## src/rtl/debounce_pkg.sv

```systemverilog
// rtl/debounce_pkg.sv - shared FSM encoding and constants for the debounce input stage
package debounce_pkg;

  localparam int SYNC_STAGES = 2;

  typedef enum logic [1:0] {
    IDLE_LOW  = 2'b00,
    WAIT_HIGH = 2'b01,
    IDLE_HIGH = 2'b10,
    WAIT_LOW  = 2'b11
  } state_t;

  // Accepted output level associated with a state.
  function automatic logic level_of(input state_t s);
    return (s == IDLE_HIGH) || (s == WAIT_LOW);
  endfunction

  function automatic logic busy_of(input state_t s);
    return (s == WAIT_HIGH) || (s == WAIT_LOW);
  endfunction

endpackage

```

## src/rtl/sync_2ff.sv

```systemverilog
// rtl/sync_2ff.sv - two-flop level synchronizer for asynchronous inputs
module sync_2ff (
  input  logic clk,
  input  logic rst_n,
  input  logic d,
  output logic q
);

  logic s1;
  logic s2;

  always_ff @(posedge clk or negedge rst_n) begin
    if (!rst_n) begin
      s1 <= 1'b0;
      s2 <= 1'b0;
    end else begin
      s1 <= d;
      s2 <= s1;
    end
  end

  assign q = s2;

endmodule

```

## src/rtl/debounce_sync.sv

```systemverilog
// rtl/debounce_sync.sv - synchronizing debouncer with qualified level and edge strobes
// Optional edge strobes compiled in by DEBOUNCE_EDGE_PULSE_EN.
module debounce_sync
  import debounce_pkg::*;
#(
  parameter int STABLE_CYCLES = 1000
) (
  input  logic clk,
  input  logic rst_n,
  input  logic din,
  output logic dout,
  output logic busy,
  output logic rise_pulse,
  output logic fall_pulse
);

  localparam int                CNT_W    = $clog2(STABLE_CYCLES + 1);
  localparam logic [CNT_W-1:0]  CNT_ONE  = CNT_W'(1);
  localparam logic [CNT_W-1:0]  CNT_LAST = CNT_W'(STABLE_CYCLES - 1);
  localparam bit                ONE_SHOT = (STABLE_CYCLES == 1);

  logic             s2;
  state_t           state;
  state_t           state_nx;
  logic [CNT_W-1:0] cnt;
  logic [CNT_W-1:0] cnt_nx;

  sync_2ff u_sync (
    .clk   (clk),
    .rst_n (rst_n),
    .d     (din),
    .q     (s2)
  );

  always_comb begin
    state_nx = state;
    cnt_nx   = cnt;
    case (state)
      IDLE_LOW: if (s2) begin
        cnt_nx   = CNT_ONE;
        state_nx = ONE_SHOT ? IDLE_HIGH : WAIT_HIGH;
      end
      WAIT_HIGH: if (!s2) begin
        state_nx = IDLE_LOW;
        cnt_nx   = '0;
      end else if (cnt == CNT_LAST) begin
        state_nx = IDLE_HIGH;
        cnt_nx   = '0;
      end else begin
        cnt_nx   = cnt + 1'b1;
      end
      IDLE_HIGH: if (!s2) begin
        cnt_nx   = CNT_ONE;
        state_nx = ONE_SHOT ? IDLE_LOW : WAIT_LOW;
      end
      WAIT_LOW: if (s2) begin
        state_nx = IDLE_HIGH;
        cnt_nx   = '0;
      end else if (cnt == CNT_LAST) begin
        state_nx = IDLE_LOW;
        cnt_nx   = '0;
      end else begin
        cnt_nx   = cnt + 1'b1;
      end
      default: begin
        state_nx = IDLE_LOW;
        cnt_nx   = '0;
      end
    endcase
  end

  // Outputs are registered from the next state so they switch on the same edge as the FSM.
  always_ff @(posedge clk or negedge rst_n) begin
    if (!rst_n) begin
      state <= IDLE_LOW;
      cnt   <= '0;
      dout  <= 1'b0;
      busy  <= 1'b0;
    end else begin
      state <= state_nx;
      cnt   <= cnt_nx;
      dout  <= level_of(state_nx);
      busy  <= busy_of(state_nx);
    end
  end

`ifdef DEBOUNCE_EDGE_PULSE_EN
  always_ff @(posedge clk or negedge rst_n) begin
    if (!rst_n) begin
      rise_pulse <= 1'b0;
      fall_pulse <= 1'b0;
    end else begin
      rise_pulse <= !dout && level_of(state_nx);
      fall_pulse <= dout && !level_of(state_nx);
    end
  end
`else
  assign rise_pulse = 1'b0;
  assign fall_pulse = 1'b0;
`endif

endmodule

```

## config.mk

```make
export PLATFORM = sky130hd
export DESIGN_NAME = debounce_sync
export DESIGN_NICKNAME = d
export VERILOG_FILES = /design/src/rtl/debounce_pkg.sv /design/src/rtl/sync_2ff.sv /design/src/rtl/debounce_sync.sv
export SDC_FILE = /design/constraint.sdc
export NUM_CORES = 1
export LEC_CHECK = 0
export CAP_MARGIN = 0
export CORE_ASPECT_RATIO = 1.1
export CORE_UTILIZATION = 50
export CTS_BUF_LIST = sky130_fd_sc_hd__clkbuf_4
export DETAILED_ROUTE_END_ITERATION = 10
export PLACE_DENSITY_LB_ADDON = 0.2
export SYNTH_ARGS = -nofsm -noshare
export SYNTH_HDL_FRONTEND = slang
export SYNTH_SLANG_ARGS = --single-unit
```

## constraint.sdc

```tcl
create_clock -name clk -period 2.2 [get_ports clk]
set_clock_uncertainty 0.05 [all_clocks]
set_input_delay 0.44 -clock clk [delete_from_list [all_inputs] [get_ports clk]]
set_output_delay 0.44 -clock clk [all_outputs]
set_load 0.1 [all_outputs]
```

# After elaboration in Yosys (flattened, before gate mapping)
# Index checks and enable logic that the tools add are counted.
dict set report op_classes {
  addsub 1
  eq_ne 9
  reduce_logical 4
  mux 13
}
# operator count
set op_table {}
lappend op_table {{10-bit two-way mux} 5}
lappend op_table {{10-bit case mux with 4 select lines} 1}
lappend op_table {{2-bit two-way mux} 6}
lappend op_table {{10-bit by 1-bit adder with 10-bit output, second input constant} 1}
lappend op_table {{10-bit == test, second input constant} 1}
lappend op_table {{2-bit == test, second input constant} 4}
lappend op_table {{2-bit case mux with 4 select lines} 1}
lappend op_table {{2-bit by 1-bit == test with 1-bit output, second input constant} 2}
lappend op_table {{2-bit logical NOT} 1}
lappend op_table {{1-bit logical OR} 2}
lappend op_table {{2-bit by 1-bit inequality test with 1-bit output, second input constant} 1}
lappend op_table {{2-bit inequality test, second input constant} 1}
lappend op_table {{2-bit AND reduction} 1}
dict set report word_totals {
  elab_cells 33
  ff_bits 16
}

# Longest topological paths before layout
# Gate-level depths: netlist (run 1).
dict set report logic_depth {
  word_depth 6
  depth_mapped 6
  mapped_depth_nobuf 6
}

# Hierarchy
# A second synthesis (run 1) with hierarchy kept.
dict set report hier_totals {
  hier_cells 76
  hier_area_um2 768.2
}
# mod area_each_um2 seq_area_each_um2 instances cells_per_inst
set modules_own_cells {}
lappend modules_own_cells {debounce_sync 718.2 325.3 1 74}
lappend modules_own_cells {sync_2ff 50.0 50.0 1 2}

# Least setup slack after synthesis (run 1)
# Ideal clock, no wire load.
dict set report synth_timing {
  path_kind {flip-flop to flip-flop}
  startpoint {register state[0]}
  endpoint {register cnt[9]}
  n_path_buf 0
  setup_ns 0.118
  setup_slack_ns 0.324
  synth_period_minus_slack_ns 1.876
  path_stages_with_launch 4
  arrival_time_ns 1.708
  cell_sequence {dfrtp_1 nor2_1 o21bai_1 a21o_1}
}
dict set report synth_via {
  elab_chain_len 3
  elab_cells_between_ends 8
}
# element line_no
set synth_rtl {}
lappend synth_rtl {{start: declaration} debounce_sync.sv:23} ;# state_t state;
lappend synth_rtl {{start signal: assignment} debounce_sync.sv:80} ;# state <= state_nx;
lappend synth_rtl {{2-bit == test or 2-bit logical NOT (tied branches)} debounce_sync.sv:38} ;# case (state)
lappend synth_rtl {{2-bit inequality test (no source line) or 2-bit by 1-bit inequality test with 1-bit output (tied branches)} -}
lappend synth_rtl {{2-bit AND reduction (no source line)} -}
lappend synth_rtl {{end signal: assignment} debounce_sync.sv:81} ;# cnt <= cnt_nx;
lappend synth_rtl {{end: declaration} debounce_sync.sv:25} ;# logic [CNT_W-1:0] cnt;
# Several ways; a longest one is shown, not always the timed one.
# A chain may end at the register's enable or synchronous reset.

# Final worst setup path (run 1)
dict set report layout_timing {
  startpoint {register cnt[0]}
  endpoint {register cnt[3]}
}
dict set report layout_via {
  elab_chain_len 4
  elab_cells_between_ends 6
}
# element line_no
set layout_rtl {}
lappend layout_rtl {{10-bit by 1-bit adder with 10-bit output or 10-bit == test (tied branches)} -}
lappend layout_rtl {{10-bit two-way mux (*)} {debounce_sync.sv:46, debounce_sync.sv:59}}
lappend layout_rtl {{10-bit two-way mux (on tied branches)} {debounce_sync.sv:56, debounce_sync.sv:43}}
lappend layout_rtl {{10-bit case mux with 4 select lines (*)} debounce_sync.sv:38}
# Mark *: on every way between the ends. The rest lies on a longest branch, timed or not.

==> results of run 1 <==
power groups by stage:
stage / Clock (uW) / Sequential [uW] / Combinational (uW)
6_report: 167 / 290 / 54.3
5_1_grt: 188 / 291 / 59.6
4_1_cts: 173 / 290 / 55.1
3_5_place_dp: 0 / 296 / 55.2
3_3_place_gp: 0 / 295 / 54.6
2_1_floorplan: 0 / 301 / 36.0
registers in the layout (all words and copies together), names as in the netlist:
name	cells
dout	1
u_sync.s1	1
state	2
u_sync.q	1
cnt	10
final cells by class:
cell class | count | area [um^2]
Clock buffer | 4 | 30.0
Fill cell | 119 | 559
Inverter | 4 | 15.0
Multi-Input combinational cell | 51 | 349
Sequential cell | 15 | 375
Tap cell | 16 | 20.0
Timing Repair Buffer | 4 | 35.0
per-stage QoR:
step                      total power [uW]   util  instances
after floorplan                        337      -         72
after global placement                 350  0.574         90
after detailed placement               351  0.574         90
after CTS                              518  0.596         94
after global routing                   539  0.596         94
final                                  511  0.596         94
logic make-up (layout without fill, tap and decap cells):
family                     after synthesis  count (layout)  share of synthesized area
other                                    1               2                    0.00500
and+or+nand+nor                         27              27                      0.210
muxes                                    3               3                     0.0433
AOI/OAI and AO/OA                       14              14                      0.128
adders and majority gates                1               1                     0.0167
DFF                                     15              15                      0.500
buffers and inverters                    6              12                     0.0400
xor gates and xnor gates                 4               4                     0.0567
cell usage after synthesis (all sizes together):
library cell,count,share of area
nor3,1,0.0067
o21ai,3,0.020
buf,2,0.020
mux2i,1,0.013
nor4,1,0.0083
ha,1,0.017
mux2,2,0.030
and3,1,0.0083
nand2,6,0.043
a22o,5,0.058
inv,4,0.020
xnor2,2,0.023
o21bai,1,0.010
conb,1,0.0050
a21oi,3,0.020
and4bb,1,0.022
nand3,8,0.060
dfrtp,15,0.50
a21o,2,0.020
nor2,7,0.045
or3,2,0.017
xor2,2,0.033
how the worst max path moves through the flow:
stage | cells past startpoint | endpoint | slack [ns] | from
floorplan | 3 | cnt[9] | 0.32 | state[0]
global placement | 6 | cnt[3] | 0.60 | cnt[0]
detailed placement | 6 | cnt[3] | 0.57 | cnt[0]
CTS | 6 | cnt[3] | 0.55 | cnt[0]
global route | 6 | cnt[3] | 0.47 | cnt[0]
finish | 6 | cnt[3] | 0.56 | cnt[0]
routing by layer:
layer,global-route usage,vias to the layer above,part of all wire
met5,0,-,0
met4,0.0828,0,0.012
met3,0.0479,2,0.031
met2,0.290,9,0.49
met1,0.232,246,0.46
li1,-,259,-
==> flow_summary.toml, run 1 <==
[synth]
synth-seq-area-share = 0.500
ys_types = 28
synth-seq-cells = 15
ys.warnings.count = 0
syn_area_um2 = 751
synth.avg_cell_area_um2 = 10.6
netlist_instances = 71

[route]
antenna_left = 0
drt_first_pass_iters = 4
num_vias = 516
drc = 0
avgRoutedWirePerCell_um = 12.7
drt-initial-drc-count = 11
routed_via_density = 5.49
finalWirelength_um = 1200

[clock_tree]
cts_root_buffer = "clkbuf_4"
cts_setup_buffers = 0
cts.htree.levels = 1
cts.clk_slew.worst_paths_ns = 0.08
cts_buffers = 3
clock-sinks = 15
cts-resized-gates = 0
clock_latency_ns = 0.28
cts_buffer_depth = 2
cts_tree = "built"
cts_hold_buf = 0

[power_and_ir_drop]
internal_power_uw = 379
pwr-share-clk = 0.326
ir_worst_vdd_v = 0.000385
p_leak_uw = 0.000394
p_sw_uw = 132
power_frac_seq = 0.568
cellPowerDensity_mw_per_mm2 = 620
switching_share = 0.259
pwr-share-comb = 0.106

[floorplanning]
die_h_um = 42.6
initial_utilization = 0.542
ios = 7
die_w_um = 38.9
rows = 14
core_mm2 = 0.00138
die_area_mm2 = 0.00166

[worst_setup_path]
cp_top_family = "simple AND/OR/NAND/NOR gates"
worstSetupStartpointType = "flop"
r2r_cells = 6
worstPathCellList = "ha_1 -> and3_1 -> and4bb_4 -> nor2_4 -> a21o_1 -> a22o_1"
required_ns = 2.32
path_class = "reg -> reg"
reg2reg_slack_ns = 0.56
worstPathArrival_ns = 1.76
critPathMaxStageDelay_ns = 0.39
cp_max_fo = 8
slowest_stage = "dfrtp_1"
r2r_end = "cnt[3]"
r2r-start = "cnt[0]"
critical_path_buf_inv_count = 0
endpoint_kind = "flop"

[cells_and_area]
fin_area_um2 = 825
diodes = 0
layout_common_cells = "15 x dfrtp_1, 7 x nand3_1, 6 x nor2_1"
drive_gt1_frac = 0.154
final_common_cell = "dfrtp_1"
layout.nets = 83
area_growth_pct = 9.83

[placed_design]
port_buffers = 4
place_area_um2 = 795
finalWeightedCongestion = 0.706
pre_cts_ws_ns = 0.573
dp_hpwl_um = 895

[timing]
tns_ns = 0
hold_slack_ns = 0.306
max_freq_mhz = 611
setup_violations = 0
slew_viol_final = 0
worst_pin_slew_ns = 0.645
fin_crit_sh = 0.743
min_period_ns = 1.64
layout_setup_ws_ns = 0.565
hold_viol_final = 0
rsz0062_at_grt = "false"
relSlewSlack = 0.569

[status]
status = "completed"

[hold_path]
hp-class = "reg -> reg"
min_delay_path_depth = 0
worstHoldStart = "u_sync.s1"
min_to = "u_sync.q"

[global_routing]
grt_pass1_wl_um = 2140
grtUsageTotal = 0.185
antenna_found_initial = 0
gr-total-overflow = 0
grt_pass1_vias = 525
grt_max_degree = 16

[job]
drv_cap = 0
(Power assumes the default switching activity.)
==> inputs of run 2 (changes only) <==
- clock period: 2.2 -> 1.35 ns (I/O delays scaled with it)
==> flow_summary.toml, run 2 (synthesis results as in run 1) <==
[status]
status = "finished with violations"
violations = "negative setup slack"

[worst_setup_path]
worstPathArrival_ns = 1.80
critPathLaunch = "cnt[0]"
required_ns = 1.51
cp_max_fo = 8
endpoint_kind = "flop"
crit_path_end = "cnt[3]"
r2r-start = "cnt[0]"
critical_path_buf_inv_count = 0
slowest_stage = "dfrtp_1"
worstSetupStartpointType = "flop"
r2r_end = "cnt[3]"
path_class = "reg -> reg"
worstPathCellList = "ha_2 -> and3_4 -> and4bb_4 -> nor2_4 -> a21o_1 -> a22o_1"
path_depth = 6
reg2reg_slack_ns = -0.29
cp_top_family = "simple AND/OR/NAND/NOR gates"
r2r_cells = 6
critPathMaxStageDelay_ns = 0.40

[timing]
slew_viol_final = 0
hold_slack_ns = 0.217
min_period_ns = 1.64
setup_violations = 13
layout_setup_ws_ns = -0.289
hold_viol_final = 0
max_freq_mhz = 610
rsz0062_at_grt = "true"
fin_crit_sh = 1.21
tns_ns = -2.64

[cells_and_area]
postLayoutCoreUtil = 0.878
largest_reg_flops = 10
layout.nets = 116
area_growth_pct = 61.8
drive_gt1_frac = 0.568
multi_input_area_um2 = 453
fillers = 64
final_common_cell = "buf_4"
top_regs = "cnt x10, state x2"
ff_latch_area_um2 = 380
diodes = 0
finalNonFillerCells = 127
layout_common_cells = "30 x buf_4, 13 x dfrtp_1, 5 x a22o_1, 5 x nand3_1"
top_register = "cnt"

[clock_tree]
cts.htree.levels = 1
cts_buffer_depth = 2
cts_root_buffer = "clkbuf_4"
clock-sinks = 15
cts_buffers = 3
cts.clk_slew.worst_paths_ns = 0.11
clock_latency_ns = 0.31
cts_tree = "built"
cts_hold_buf = 0

[power_and_ir_drop]
p_leak_uw = 0.000576
ir_worst_vdd_v = 0.000895
cellPowerDensity_mw_per_mm2 = 772

[route]
finalWirelength_um = 2540
antenna_left = 0
met2_length_um = 1390
num_vias = 748
drt_first_pass_iters = 4
dr_wl_met3_um = 130
drt-met1-wl_um = 928
drc = 0
drt-initial-drc-count = 30
highest_layer = "met4"
avgRoutedWirePerCell_um = 20.0
routed_via_density = 5.89

[floorplanning]
initial_utilization = 0.542
core_mm2 = 0.00138
die_h_um = 42.6
rows = 14
die_w_um = 38.9
die_area_mm2 = 0.00166
ios = 7

[job]
drv_cap = 0

[global_routing]
grtUsageTotal = 0.263
grt_max_degree = 16
antenna_found_initial = 0
grt_pass1_vias = 731
gr-total-overflow = 0
grt_pass1_wl_um = 2970

[placed_design]
dp.cells = 114
port_buffers = 4
dp_hpwl_um = 1180
finalWeightedCongestion = 0.724

[hold_path]
hp-class = "in -> async"
==> run 2: cell count changes in the layout (fill, tap and decap cells not counted), moves of 2 or more <==
| cell | change |
|---|---|
| a21oi_1 | -2 |
| a21oi_2 | +2 |
| buf_12 | +2 |
| buf_4 | +28 |
| buf_6 | +3 |
| dfrtp_1 | -2 |
| mux2_1 | -2 |
| mux2_4 | +2 |
| nand2_4 | +2 |
| nand3_1 | -2 |
| nor2_1 | -3 |
| nor2_4 | +2 |
==> run 2: layer usage <==
metal	vias up	global-route usage
met5	-	0
met4	0	0.0897
met3	11	0.0319
met2	31	0.467
met1	381	0.311
li1	325	-
==> run 2: per-stage QoR <==
step / instance area (um^2) / worst slack (ns) / total power, uW
after CTS: 1100 / -0.195 / 881
final: 1210 / -0.289 / 938
after global routing: 1210 / -0.340 / 968
after global placement: 1020 / -0.160 / 601
after floorplan: 773 / -0.195 / 552
after detailed placement: 1020 / -0.207 / 606
==> run 2: layout make-up <==
| class | count | share of cell area |
|---|---|---|
| Multi-Input combinational cell | 51 | 0.373 |
| Sequential cell | 15 | 0.313 |
| Timing Repair Buffer | 37 | 0.263 |
| Clock buffer | 3 | 0.0185 |
| Tap cell | 16 | 0.0165 |
| Inverter | 4 | 0.0124 |
| Clock inverter | 1 | 0.00412 |
==> run 2: where the power goes <==
group          switching, uW  total (uW)  internal, uW
registers               10.8         473           462
logic                   99.7         172          72.3
clock network            183         294           111
total                    293         938           645
==> run 2: how the worst min path moves through the flow <==
stage	from	endpoint	slack, ns	cells after the start
finish	rst_n	cnt[5]	0.22	2
global route	rst_n	cnt[7]	0.23	2
CTS	rst_n	cnt[8]	0.25	2
detailed placement	u_sync.s1	u_sync.q	0.30	0
global placement	u_sync.s1	u_sync.q	0.29	0
floorplan	rst_n	cnt[0]	-0.08	0
==> run 2: what timing repair did <==
item | 4_1_cts | 5_1_grt
setup endpoints to repair | 14 | 14
setup buffers | 4 | 5
pin swaps | 8 | 8
resized for setup | 7 | 17
==> inputs of run 3 (changes only) <==
- CAP_MARGIN: 0 -> default
- SYNTH_HIERARCHICAL: default -> 1
==> flow_summary.toml, run 3 <==
[synth]
synthArstFlopShare = 1.00
synth_top_cells_by_count = "15 x dfrtp_1, 7 x nand2_1, 7 x o21ai_0"
syn_area_um2 = 768
synth-seq-cells = 15
synth_edf_count = 0
synthFlopType = "dfrtp_1"
synth.avg_cell_area_um2 = 10.1
netlist_instances = 76
ys_types = 34
yosys-top-cells-area = "dfrtp_1 49%, o21ai_0 4.6%, nand2_1 3.4%, nand3_1 3.3%, mux2_2 2.9%"
yosys.area.top_type = "dfrtp_1"
ys.warnings.count = 6
netlist.area_leader.share = 0.489
yosysMostFrequentCell = "dfrtp_1"
synth-seq-area-share = 0.489

[cells_and_area]
top_register = "cnt"
fillers = 41
diodes = 0
largest_reg_flops = 10
layout_common_cells = "32 x buf_4, 11 x dfrtp_1, 6 x nand2_1"
drive_gt1_frac = 0.627
area_growth_pct = 72.2
layout.nets = 123
finalNonFillerCells = 134
final_common_cell = "buf_4"

[timing]
rsz0062_at_grt = "true"
setup_violations = 13
fin_crit_sh = 1.14
hold_viol_final = 0
slew_viol_final = 0
layout_setup_ws_ns = -0.185
max_freq_mhz = 651
min_period_ns = 1.54

[global_routing]
gr-total-overflow = 0
grt_max_degree = 16
antenna_found_initial = 0
grt_pass1_vias = 801
grt_pass1_wl_um = 3640
grtUsageTotal = 0.328

[route]
routed_via_density = 6.57
finalWirelength_um = 2940
drt_first_pass_iters = 4
drc = 0
met2_length_um = 1490
antenna_left = 0
drt-initial-drc-count = 43
num_vias = 880
highest_layer = "met4"
dr_wl_met3_um = 211
avgRoutedWirePerCell_um = 21.9
drt-met1-wl_um = 1090

[worst_setup_path]
worstPathCellList = "ha_4 -> inv_4 -> o311a_4 -> a21oi_1 -> o21ai_2"
worstPathArrival_ns = 1.68
critPathMaxStageDelay_ns = 0.44
r2r_cells = 5
endpoint_kind = "flop"
critical_path_buf_inv_count = 1
cp_max_fo = 6
r2r_end = "cnt[5]"
required_ns = 1.50
worstSetupStartpointType = "flop"
path_depth = 5
slowest_stage = "dfrtp_1"
path_class = "reg -> reg"
reg2reg_slack_ns = -0.19
cp_top_family = "compound AO/OA/AOI/OAI gates"
r2r-start = "cnt[0]"

[clock_tree]
cts_buffer_depth = 2
clock_latency_ns = 0.30
cts_buffers = 3
cts_tree = "built"
cts.htree.levels = 1
clock-sinks = 15
cts_root_buffer = "clkbuf_4"
cts.clk_slew.worst_paths_ns = 0.10

[status]
status = "finished with violations"
violations = "negative setup slack"

[placed_design]
port_buffers = 4
dp_hpwl_um = 1180
dp.cells = 115
finalWeightedCongestion = 0.869
pre_cts_ws_ns = -0.179

[hold_path]
hp-class = "in -> async"

[floorplanning]
initial_utilization = 0.548
die_w_um = 39.4
ios = 7
core_mm2 = 0.00140
rows = 14
die_h_um = 43.1
die_area_mm2 = 0.00170

[power_and_ir_drop]
p_leak_uw = 0.000606
ir_worst_vdd_v = 0.000907
cellPowerDensity_mw_per_mm2 = 770

[job]
drv_cap = 0
==> run 3: worst max-delay path by stage <==
stage,startpoint,endpoint
2_1_floorplan,busy,cnt[7]
4_1_cts,cnt[3],cnt[1]
3_5_place_dp,state[1],cnt[7]
3_3_place_gp,state[1],cnt[7]
6_report,cnt[0],cnt[5]
5_1_grt,cnt[0],cnt[6]
==> run 3: kinds of logic after synthesis <==
family	count (synthesis)	share of synthesized area
compound gates	21	0.182
xor+xnor	3	0.0440
fa+ha+maj	1	0.0163
buf+inv	7	0.0456
flops	15	0.489
mux	2	0.0293
other cells	1	0.00488
simple gates	26	0.189
==> run 3: power breakdown <==
group | internal [uW] | total (uW) | switching, uW
sequential | 465 | 488 | 23.4
clock | 135 | 298 | 162
combinational | 105 | 232 | 127
==> run 3: metrics by stage <==
stage	setup TNS [ns]	power, uW	hold slack [ns]	cell area (um^2)	utilization
5_1_grt	-1.98	1050	0.269	1320	0.944
6_report	-1.52	1020	0.233	1320	0.944
3_5_place_dp	-1.62	633	0.286	1000	0.714
4_1_cts	-0.728	935	0.255	1160	0.829
2_1_floorplan	-1.11	573	-0.0756	792	-
3_3_place_gp	-1.16	627	0.303	1000	0.714
==> run 3: cell type report <==
cell class / count / area, um^2 / share of cell area
Multi-Input combinational cell: 55 / 527 / 0.398
Sequential cell: 15 / 383 / 0.289
Timing Repair Buffer: 40 / 345 / 0.261
Clock buffer: 4 / 30.0 / 0.0227
Tap cell: 16 / 20.0 / 0.0151
Inverter: 4 / 17.5 / 0.0132
==> run 3: timing repair <==
| item | in CTS | in global routing |
|---|---|---|
| pin swaps | 8 | 11 |
| hold buffers | 0 | 0 |
| setup buffers | 10 | 6 |
| gates resized for setup | 11 | 29 |
| endpoints found under the setup margin | 13 | 13 |
==> run 3: layer usage <==
metal | vias to the layer above | GRT usage
met5 | - | 0
met4 | 0 | 0.159
met3 | 23 | 0.0628
met2 | 54 | 0.533
met1 | 439 | 0.401
li1 | 364 | -
